**config.mk**
```make
export PLATFORM = sky130hd
export DESIGN_NAME = gtxe2_chnl_tx_oob_seq
export DESIGN_NICKNAME = d
export VERILOG_FILES = /design/src/rtl/gtxe2_chnl_tx_oob_seq.sv
export SDC_FILE = /design/constraint.sdc
export NUM_CORES = 1
export LEC_CHECK = 0
export CAP_MARGIN = 20
export CORE_UTILIZATION = 56
export CTS_BUF_LIST = sky130_fd_sc_hd__clkbuf_8
export CTS_CLUSTER_DIAMETER = 120
export DETAILED_ROUTE_END_ITERATION = 10
export HOLD_SLACK_MARGIN = 0.06
export MAX_ROUTING_LAYER = met4
export PLACE_DENSITY = 0.89
export SETUP_SLACK_MARGIN = 0.3
export SYNTH_ARGS = -nofsm -noshare
export SYNTH_HDL_FRONTEND = slang
export SYNTH_SLANG_ARGS = --single-unit
```
**constraint.sdc**
```tcl
create_clock -name clk -period 1.91 [get_ports clk]
set_clock_uncertainty 0.15 [all_clocks]
set_input_delay 0.382 -clock clk [delete_from_list [all_inputs] [get_ports clk]]
set_output_delay 0.382 -clock clk [all_outputs]
set_load 0.01 [all_outputs]
```
**src/rtl/gtxe2_chnl_tx_oob_seq.sv**
```systemverilog
// SATA OOB burst sequencer: emits COMINIT/COMRESET or COMWAKE as ALIGNp bursts
// separated by electrical-idle gaps, tracking running disparity across words.
module gtxe2_chnl_tx_oob_seq #(
  parameter int WIDTH        = 20,
  parameter int BURST_SYM    = 16,
  parameter int INIT_GAP_SYM = 48,
  parameter int WAKE_GAP_SYM = 16,
  parameter int BURST_CNT    = 6
) (
  input  logic             clk,
  input  logic             reset,
  input  logic             TXCOMINIT,
  input  logic             TXCOMWAKE,
  input  logic             abort,
  input  logic             disparity_in,
  output logic [WIDTH-1:0] outdata,
  output logic             outval,
  output logic             outidle,
  output logic             disparity_out,
  output logic             busy,
  output logic             TXCOMFINISH
);

  localparam int SYMS           = WIDTH / 10;
  localparam int BURST_WORDS    = BURST_SYM / SYMS;
  localparam int INIT_GAP_WORDS = INIT_GAP_SYM / SYMS;
  localparam int WAKE_GAP_WORDS = WAKE_GAP_SYM / SYMS;
  localparam int GAP_MAX        = (INIT_GAP_WORDS > WAKE_GAP_WORDS) ? INIT_GAP_WORDS : WAKE_GAP_WORDS;
  localparam int MAX_WORDS      = (BURST_WORDS > GAP_MAX) ? BURST_WORDS : GAP_MAX;
  localparam int CW             = $clog2(MAX_WORDS + 1);

  localparam logic [CW-1:0] BURST_LAST     = CW'(BURST_WORDS);
  localparam logic [CW-1:0] INIT_GAP_LAST  = CW'(INIT_GAP_WORDS);
  localparam logic [CW-1:0] WAKE_GAP_LAST  = CW'(WAKE_GAP_WORDS);
  localparam logic [3:0]    BURST_CNT_LAST = 4'(BURST_CNT);

  localparam logic [9:0] K28_5_NEG = 10'b0011111010;
  localparam logic [9:0] K28_5_POS = 10'b1100000101;
  localparam logic [9:0] D10_2     = 10'b0101010101;
  localparam logic [9:0] D27_3_NEG = 10'b1101100011;
  localparam logic [9:0] D27_3_POS = 10'b0010011100;

  typedef enum logic [1:0] {IDLE, BURST, GAP, DONE} state_t;

  state_t           state, state_next;
  logic [CW-1:0]    word_cnt, word_cnt_next;
  logic [3:0]       burst_cnt, burst_cnt_next, burst_cnt_inc;
  logic [1:0]       sym_idx, sym_idx_next;
  logic             disp, disp_next;
  logic             mode_init, mode_init_next;
  logic             init_prev, wake_prev, armed;
  logic             init_edge, wake_edge;
  logic [CW-1:0]    gap_last;
  logic             emit, restart, seq_start;
  logic [1:0]       g_idx;
  logic             g_rd;
  logic [WIDTH-1:0] gen_word;
  logic [WIDTH-1:0] outdata_next;
  logic             outval_next, outidle_next, busy_next, finish_next;

  // Reset asserts immediately but is released only on a clock edge.
  logic [1:0] rst_pipe;
  logic       rst_core;

  always_ff @(posedge clk or posedge reset) begin
    if (reset) rst_pipe <= 2'b11;
    else       rst_pipe <= {rst_pipe[0], 1'b0};
  end

  assign rst_core = rst_pipe[1];

  function automatic logic [9:0] align_sym(input logic [1:0] idx, input logic rd);
    case (idx)
      2'd0:    align_sym = rd ? K28_5_POS : K28_5_NEG;
      2'd3:    align_sym = rd ? D27_3_POS : D27_3_NEG;
      default: align_sym = D10_2;
    endcase
  endfunction

  // The first clock after reset only samples the request levels, so a level
  // that was already high at release is not mistaken for an edge.
  assign init_edge     = armed & TXCOMINIT & ~init_prev;
  assign wake_edge     = armed & TXCOMWAKE & ~wake_prev;
  assign gap_last      = mode_init ? INIT_GAP_LAST : WAKE_GAP_LAST;
  assign burst_cnt_inc = burst_cnt + 4'd1;

  always_comb begin
    state_next     = state;
    word_cnt_next  = word_cnt;
    burst_cnt_next = burst_cnt;
    mode_init_next = mode_init;
    emit           = 1'b0;
    restart        = 1'b0;
    seq_start      = 1'b0;

    case (state)
      IDLE: begin
        if ((init_edge || wake_edge) && !abort) begin
          state_next     = BURST;
          mode_init_next = init_edge;
          burst_cnt_next = 4'd0;
          word_cnt_next  = CW'(1);
          emit           = 1'b1;
          restart        = 1'b1;
          seq_start      = 1'b1;
        end
      end
      BURST: begin
        if (abort) begin
          state_next = IDLE;
        end else if (word_cnt == BURST_LAST) begin
          state_next    = GAP;
          word_cnt_next = CW'(1);
        end else begin
          word_cnt_next = word_cnt + CW'(1);
          emit          = 1'b1;
        end
      end
      GAP: begin
        if (abort) begin
          state_next = IDLE;
        end else if (word_cnt == gap_last) begin
          burst_cnt_next = burst_cnt_inc;
          if (burst_cnt_inc == BURST_CNT_LAST) begin
            state_next = DONE;
          end else begin
            state_next    = BURST;
            word_cnt_next = CW'(1);
            emit          = 1'b1;
            restart       = 1'b1;
          end
        end else begin
          word_cnt_next = word_cnt + CW'(1);
        end
      end
      default: state_next = IDLE;
    endcase
  end

  // Build one output word symbol by symbol, carrying ALIGNp position and
  // running disparity from slot 0 upward.
  always_comb begin
    g_idx    = restart ? 2'd0 : sym_idx;
    g_rd     = seq_start ? disparity_in : disp;
    gen_word = '0;
    for (int k = 0; k < SYMS; k++) begin
      gen_word[10*k +: 10] = align_sym(g_idx, g_rd);
      if (g_idx == 2'd0 || g_idx == 2'd3) g_rd = ~g_rd;
      g_idx = g_idx + 2'd1;
    end
  end

  always_comb begin
    outdata_next = emit ? gen_word : '0;
    sym_idx_next = emit ? g_idx : sym_idx;
    disp_next    = emit ? g_rd : disp;
    outval_next  = emit;
    outidle_next = (state_next == GAP);
    busy_next    = (state_next == BURST) || (state_next == GAP);
    finish_next  = (state_next == DONE);
  end

  always_ff @(posedge clk or posedge rst_core) begin
    if (rst_core) begin
      state       <= IDLE;
      word_cnt    <= '0;
      burst_cnt   <= '0;
      sym_idx     <= '0;
      disp        <= 1'b0;
      mode_init   <= 1'b0;
      init_prev   <= 1'b0;
      wake_prev   <= 1'b0;
      armed       <= 1'b0;
      outdata     <= '0;
      outval      <= 1'b0;
      outidle     <= 1'b0;
      busy        <= 1'b0;
      TXCOMFINISH <= 1'b0;
    end else begin
      state       <= state_next;
      word_cnt    <= word_cnt_next;
      burst_cnt   <= burst_cnt_next;
      sym_idx     <= sym_idx_next;
      disp        <= disp_next;
      mode_init   <= mode_init_next;
      init_prev   <= TXCOMINIT;
      wake_prev   <= TXCOMWAKE;
      armed       <= 1'b1;
      outdata     <= outdata_next;
      outval      <= outval_next;
      outidle     <= outidle_next;
      busy        <= busy_next;
      TXCOMFINISH <= finish_next;
    end
  end

  assign disparity_out = rst_core ? 1'b0 : ((state == IDLE) ? disparity_in : disp);

endmodule
```
==> results.sh, run 1 <==
export IMPL_status="aborted with a tool error"
export IMPL_failed_stage="global routing"
export IMPL_tool_error="[ERROR GRT-0232] Routing congestion too high. Check the congestion heatmap in the GUI."
export IMPL_synth_nets=232
export IMPL_grtUsageTotal=0.684
export IMPL_worst_endpoint_kind="register data pin"
export IMPL_ys_seq_area_frac=0.441
export IMPL_cts_root_buf="clkbuf_8"
export IMPL_gp_congestion=0.894
export IMPL_syn_area_um2=2160
export IMPL_hpwl_um=4060
export IMPL_async_flop_share=1.00
export IMPL_syn_mean_instance_area_um2=10.2
export IMPL_antenna_found_initial=1
export IMPL_ys_warn_count=0
export IMPL_start_util=0.586
export IMPL_synth_most_common_cell="dfrtp_1"
export IMPL_yosys_most_used_dff="dfrtp_1"
export IMPL_ys_types=55
export IMPL_portBuffers=30
export IMPL_dieWidth_um=64.1
export IMPL_ys_ff_latch=38
export IMPL_synth_edf_count=0
export IMPL_io_pins=31
export IMPL_cts_buffer_depth=2
export IMPL_cts_max_level=2
export IMPL_rows=22
export IMPL_dpl_cell_area_um2=2950
export IMPL_synth_commonest_cells="dfrtp_1, a21oi_1, inv_1"
export IMPL_synth_top_cell_area_share=0.417
export IMPL_synthesis_instances=211
export IMPL_grt_max_degree=20
export IMPL_cts_hold_buf=0
export IMPL_synth_top_area_cell="dfrtp_1"
export IMPL_synth_area_top_cells="dfrtp_1, ha_1, a21oi_1"
export IMPL_gr_total_overflow=1
export IMPL_crit_endpoint="disp$_DFFE_PP0P_/D"
export IMPL_die_h_um=64.1
export IMPL_cts_sinks=38
export IMPL_cts_buffers=5
-- kinds of logic after synthesis --
logic type | after synthesis | synth area share
AO/OA/AOI/OAI | 69 | 0.236
XOR/XNOR | 2 | 0.0168
adder cells (fa/ha/maj) | 15 | 0.0868
buffers and inverters | 27 | 0.0654
flip-flops | 38 | 0.441
multiplexers | 4 | 0.0243
other | 2 | 0.00347
AND/OR/NAND/NOR | 54 | 0.126
-- per-stage QoR --
stage                     hold slack [ns]   util  worst slack, ns  std cells
after floorplan                     0.144      -           -0.699        211
after global placement              0.132  0.799           -0.802        332
after detailed placement            0.148  0.799           -0.960        332
after CTS                           0.183  0.916           -0.756        357
-- metal layers --
metal / global-route usage / GRT overflow
met5: - / -
met4: 0.669 / 1
met3: 0.450 / 0
met2: 0.854 / 0
met1: 0.695 / 0
-- timing repair --
action / CTS
buffers inserted: 17
gates resized for setup: 80
setup endpoints to repair: 58
pin swaps: 23
==> run 2: changes to the inputs <==
==> config.mk (replaced) <==
export PLATFORM = sky130hd
export DESIGN_NAME = gtxe2_chnl_tx_oob_seq
export DESIGN_NICKNAME = d
export VERILOG_FILES = /design/src/rtl/gtxe2_chnl_tx_oob_seq.sv
export SDC_FILE = /design/constraint.sdc
export NUM_CORES = 1
export LEC_CHECK = 0
export CAP_MARGIN = 20
export CORE_UTILIZATION = 40
export DETAILED_ROUTE_END_ITERATION = 10
export PLACE_DENSITY_LB_ADDON = 0.15
export SYNTH_ARGS = -nofsm -noshare
export SYNTH_HDL_FRONTEND = slang
export SYNTH_SLANG_ARGS = --single-unit
==> run 2 against run 1 <==
Effect of this change:
- the flow now finishes, with violations (setup timing)
- synthesized area unchanged
- synthesized cell count did not move
==> results.sh, run 2 <==
export IMPL_max_freq_ghz=0.379
export IMPL_maxSlewViolCount=0
export IMPL_synthSimpleGateAreaFrac=0.126
export IMPL_cts_hold_buf=0
export IMPL_arrival_ns=2.71
export IMPL_period_share=1.38
export IMPL_ys_seq_area_frac=0.441
export IMPL_yosys_most_used_dff="dfrtp_1"
export IMPL_portBuffers=30
export IMPL_ys_types=55
export IMPL_detail_route_antenna_nets=0
export IMPL_drv_cap=0
export IMPL_coreArea_um2=5170
export IMPL_reg_top3="outdata x14, word_cnt x5, burst_cnt x4"
export IMPL_synth_commonest_cells="dfrtp_1, a21oi_1, inv_1"
export IMPL_grtUsageTotal=0.185
export IMPL_synth_compound_area_frac=0.236
export IMPL_gp_congestion=0.903
export IMPL_largest_register="outdata"
export IMPL_r2r_start="word_cnt[0]"
export IMPL_crit_path_max_fanout=5
export IMPL_nets=323
export IMPL_dp_cells=356
export IMPL_cts_tree="yes"
export IMPL_cp_top_family="compound AO/OA/AOI/OAI gates"
export IMPL_grt_max_degree=20
export IMPL_crit_top_cell="o21a_4"
export IMPL_dieWidth_um=75.5
export IMPL_required_ns=1.98
export IMPL_status="complete, but fails checks"
export IMPL_synth_nets=232
export IMPL_cts_buffer_depth=2
export IMPL_cts_max_level=2
export IMPL_drt_iter0_drc=49
export IMPL_drt_pass1_iterations=4
export IMPL_hpwl_um=3600
export IMPL_die_h_um=75.5
export IMPL_powerDensity_nw_per_um2=1120
export IMPL_cp_startpoint="word_cnt[0]"
export IMPL_drc_errors=0
export IMPL_synth_edf_count=0
export IMPL_path_buf_inv=2
export IMPL_startpoint_type="register"
export IMPL_cts_buffers=5
export IMPL_start_util=0.418
export IMPL_cts_root_buf="clkbuf_8"
export IMPL_syn_area_um2=2160
export IMPL_cp_endpoint="disp"
export IMPL_vias=1866
export IMPL_synth_most_common_cell="dfrtp_1"
export IMPL_synth_top_area_cell="dfrtp_1"
export IMPL_antenna_diode_count=0
export IMPL_layout_commonest_cell="buf_4"
export IMPL_r2r_end="disp"
export IMPL_finalSetupTns_ns=-12.66
export IMPL_cp_end_kind="register"
export IMPL_io_pins=31
export IMPL_critPathSlowestCell="dfrtp_1"
export IMPL_peakVddDrop_mv=0.616
export IMPL_synthToLayoutAreaGrowth_pct=61.0
export IMPL_setup_slack_ns=-0.730
export IMPL_wl_um=5300
export IMPL_path_clk_slew_ns=0.08
export IMPL_async_flop_share=1.00
export IMPL_reg2regPathDepth=12
export IMPL_clkLatencyLatePin_ns=0.30
export IMPL_synth_top_family_by_area="compound AO/OA/AOI/OAI gates"
export IMPL_min_period_ns=2.64
export IMPL_rows=26
export IMPL_gr_total_overflow=0
export IMPL_violations="setup timing"
export IMPL_largest_reg_flops=14
export IMPL_total_leakage_power_nw=1.50
export IMPL_die_area_um2=5700
export IMPL_hp_class="reg -> async"
export IMPL_synth_xor_area_frac=0.0168
export IMPL_synth_area_top_cells="dfrtp_1, ha_1, a21oi_1"
export IMPL_rsz0062_at_grt="true"
export IMPL_path_class="reg -> reg"
export IMPL_mostFrequentLayoutCells="buf_4, dfrtp_1, clkdlybuf4s50_1, nand2_1, inv_1"
export IMPL_grt_first_pass_wirelength_um=7790
export IMPL_synthesis_instances=211
export IMPL_drive_gt1_frac=0.462
export IMPL_worstSetupPathDepth=12
export IMPL_synthAdderAreaFrac=0.0868
export IMPL_cts_sinks=38
export IMPL_wire_per_inst_um=14.2
export IMPL_antenna_found_initial=0
export IMPL_r2r_setup_slack_ns=-0.73
export IMPL_setup_viol=31
export IMPL_via_per_inst=5.00
export IMPL_hold_viol_final=0
export IMPL_crit_path_cell_trace="inv_1 > ha_2 > and3b_2 > o2111ai_4 > o21a_4 > o21a_4 > ha_4 > inv_4 > nand2_4 > a21o_4 > a22o_1 > a31oi_1"
export IMPL_ys_ff_latch=38
export IMPL_final_instance_count_excl_fill=373
export IMPL_synthMuxAreaShare=0.0243
export IMPL_ys_warn_count=0
export IMPL_grt_pass1_vias=1698
export IMPL_slowest_delay_ns=0.38
export IMPL_synth_top_cell_area_share=0.417
export IMPL_syn_mean_instance_area_um2=10.2
export IMPL_pre_cts_slack_ns=-0.927
## run 2: metrics by stage
stage                     total power, W   util  cell area (µm²)  hold WS (ns)
after floorplan                  0.00189      -             2200         0.144
after global placement           0.00254  0.568             2940         0.140
after detailed placement         0.00256  0.568             2940         0.159
after CTS                        0.00355  0.620             3210         0.160
after global routing             0.00411  0.673             3480         0.185
final                            0.00388  0.673             3480         0.145
## run 2: cells by family (layout without fill, tap and decap cells)
group,count (synthesis),in the layout
buffers and inverters,27,119
DFF,38,38
AOI/OAI and AO/OA,69,69
and+or+nand+nor,54,54
adders and majority gates,15,15
muxes,4,4
other,2,2
xor gates and xnor gates,2,2
## run 2: timing repair
item / in CTS / in global routing
setup endpoints to repair: 28 / 32
buffers inserted: 3 / 9
endpoints found under the hold margin: 0 / 0
pin swaps: 8 / 25
gates resized for setup: 34 / 51
## run 2: final cells by class
cell class / count / area (µm²)
Multi-Input combinational cell: 146 / 1400
Clock buffer: 5 / 68.8
Sequential cell: 38 / 955
Clock inverter: 3 / 68.8
Inverter: 17 / 71.3
Fill cell: 361 / 1690
Tap cell: 70 / 87.6
Timing Repair Buffer: 94 / 830
## run 2: tightest hold or removal path: stages (launching register included)
cell     delay [ns]
dfstp_2        0.37
inv_1          0.06
buf_4          0.23
## run 2: metal layers
layer	wire length (µm)	global-route usage	part of all wire
met1	2490	0.255	0.47
met2	2590	0.293	0.49
met3	148	0.0423	0.028
met4	66	0.0556	0.012
met5	0	0	0
## run 2: report_power, final
part	switching [W]	internal (W)
registers	0.0000759	0.000949
clock network	0.000299	0.000523
logic	0.000951	0.00109
## run 2: worst min path at each step
stage / start / to / slack [ns] / depth (start not counted)
3_5_place_dp: rst_pipe[1] / outdata[8] / 0.16 / 2
4_1_cts: rst_pipe[1] / outdata[5] / 0.16 / 2
2_1_floorplan: reset / rst_pipe[0] / 0.14 / 1
5_1_grt: rst_pipe[1] / outdata[5] / 0.19 / 2
6_report: rst_pipe[1] / outdata[5] / 0.14 / 2
3_3_place_gp: rst_pipe[1] / outdata[4] / 0.14 / 2
Note: power is estimated with default switching activity, not from simulation.
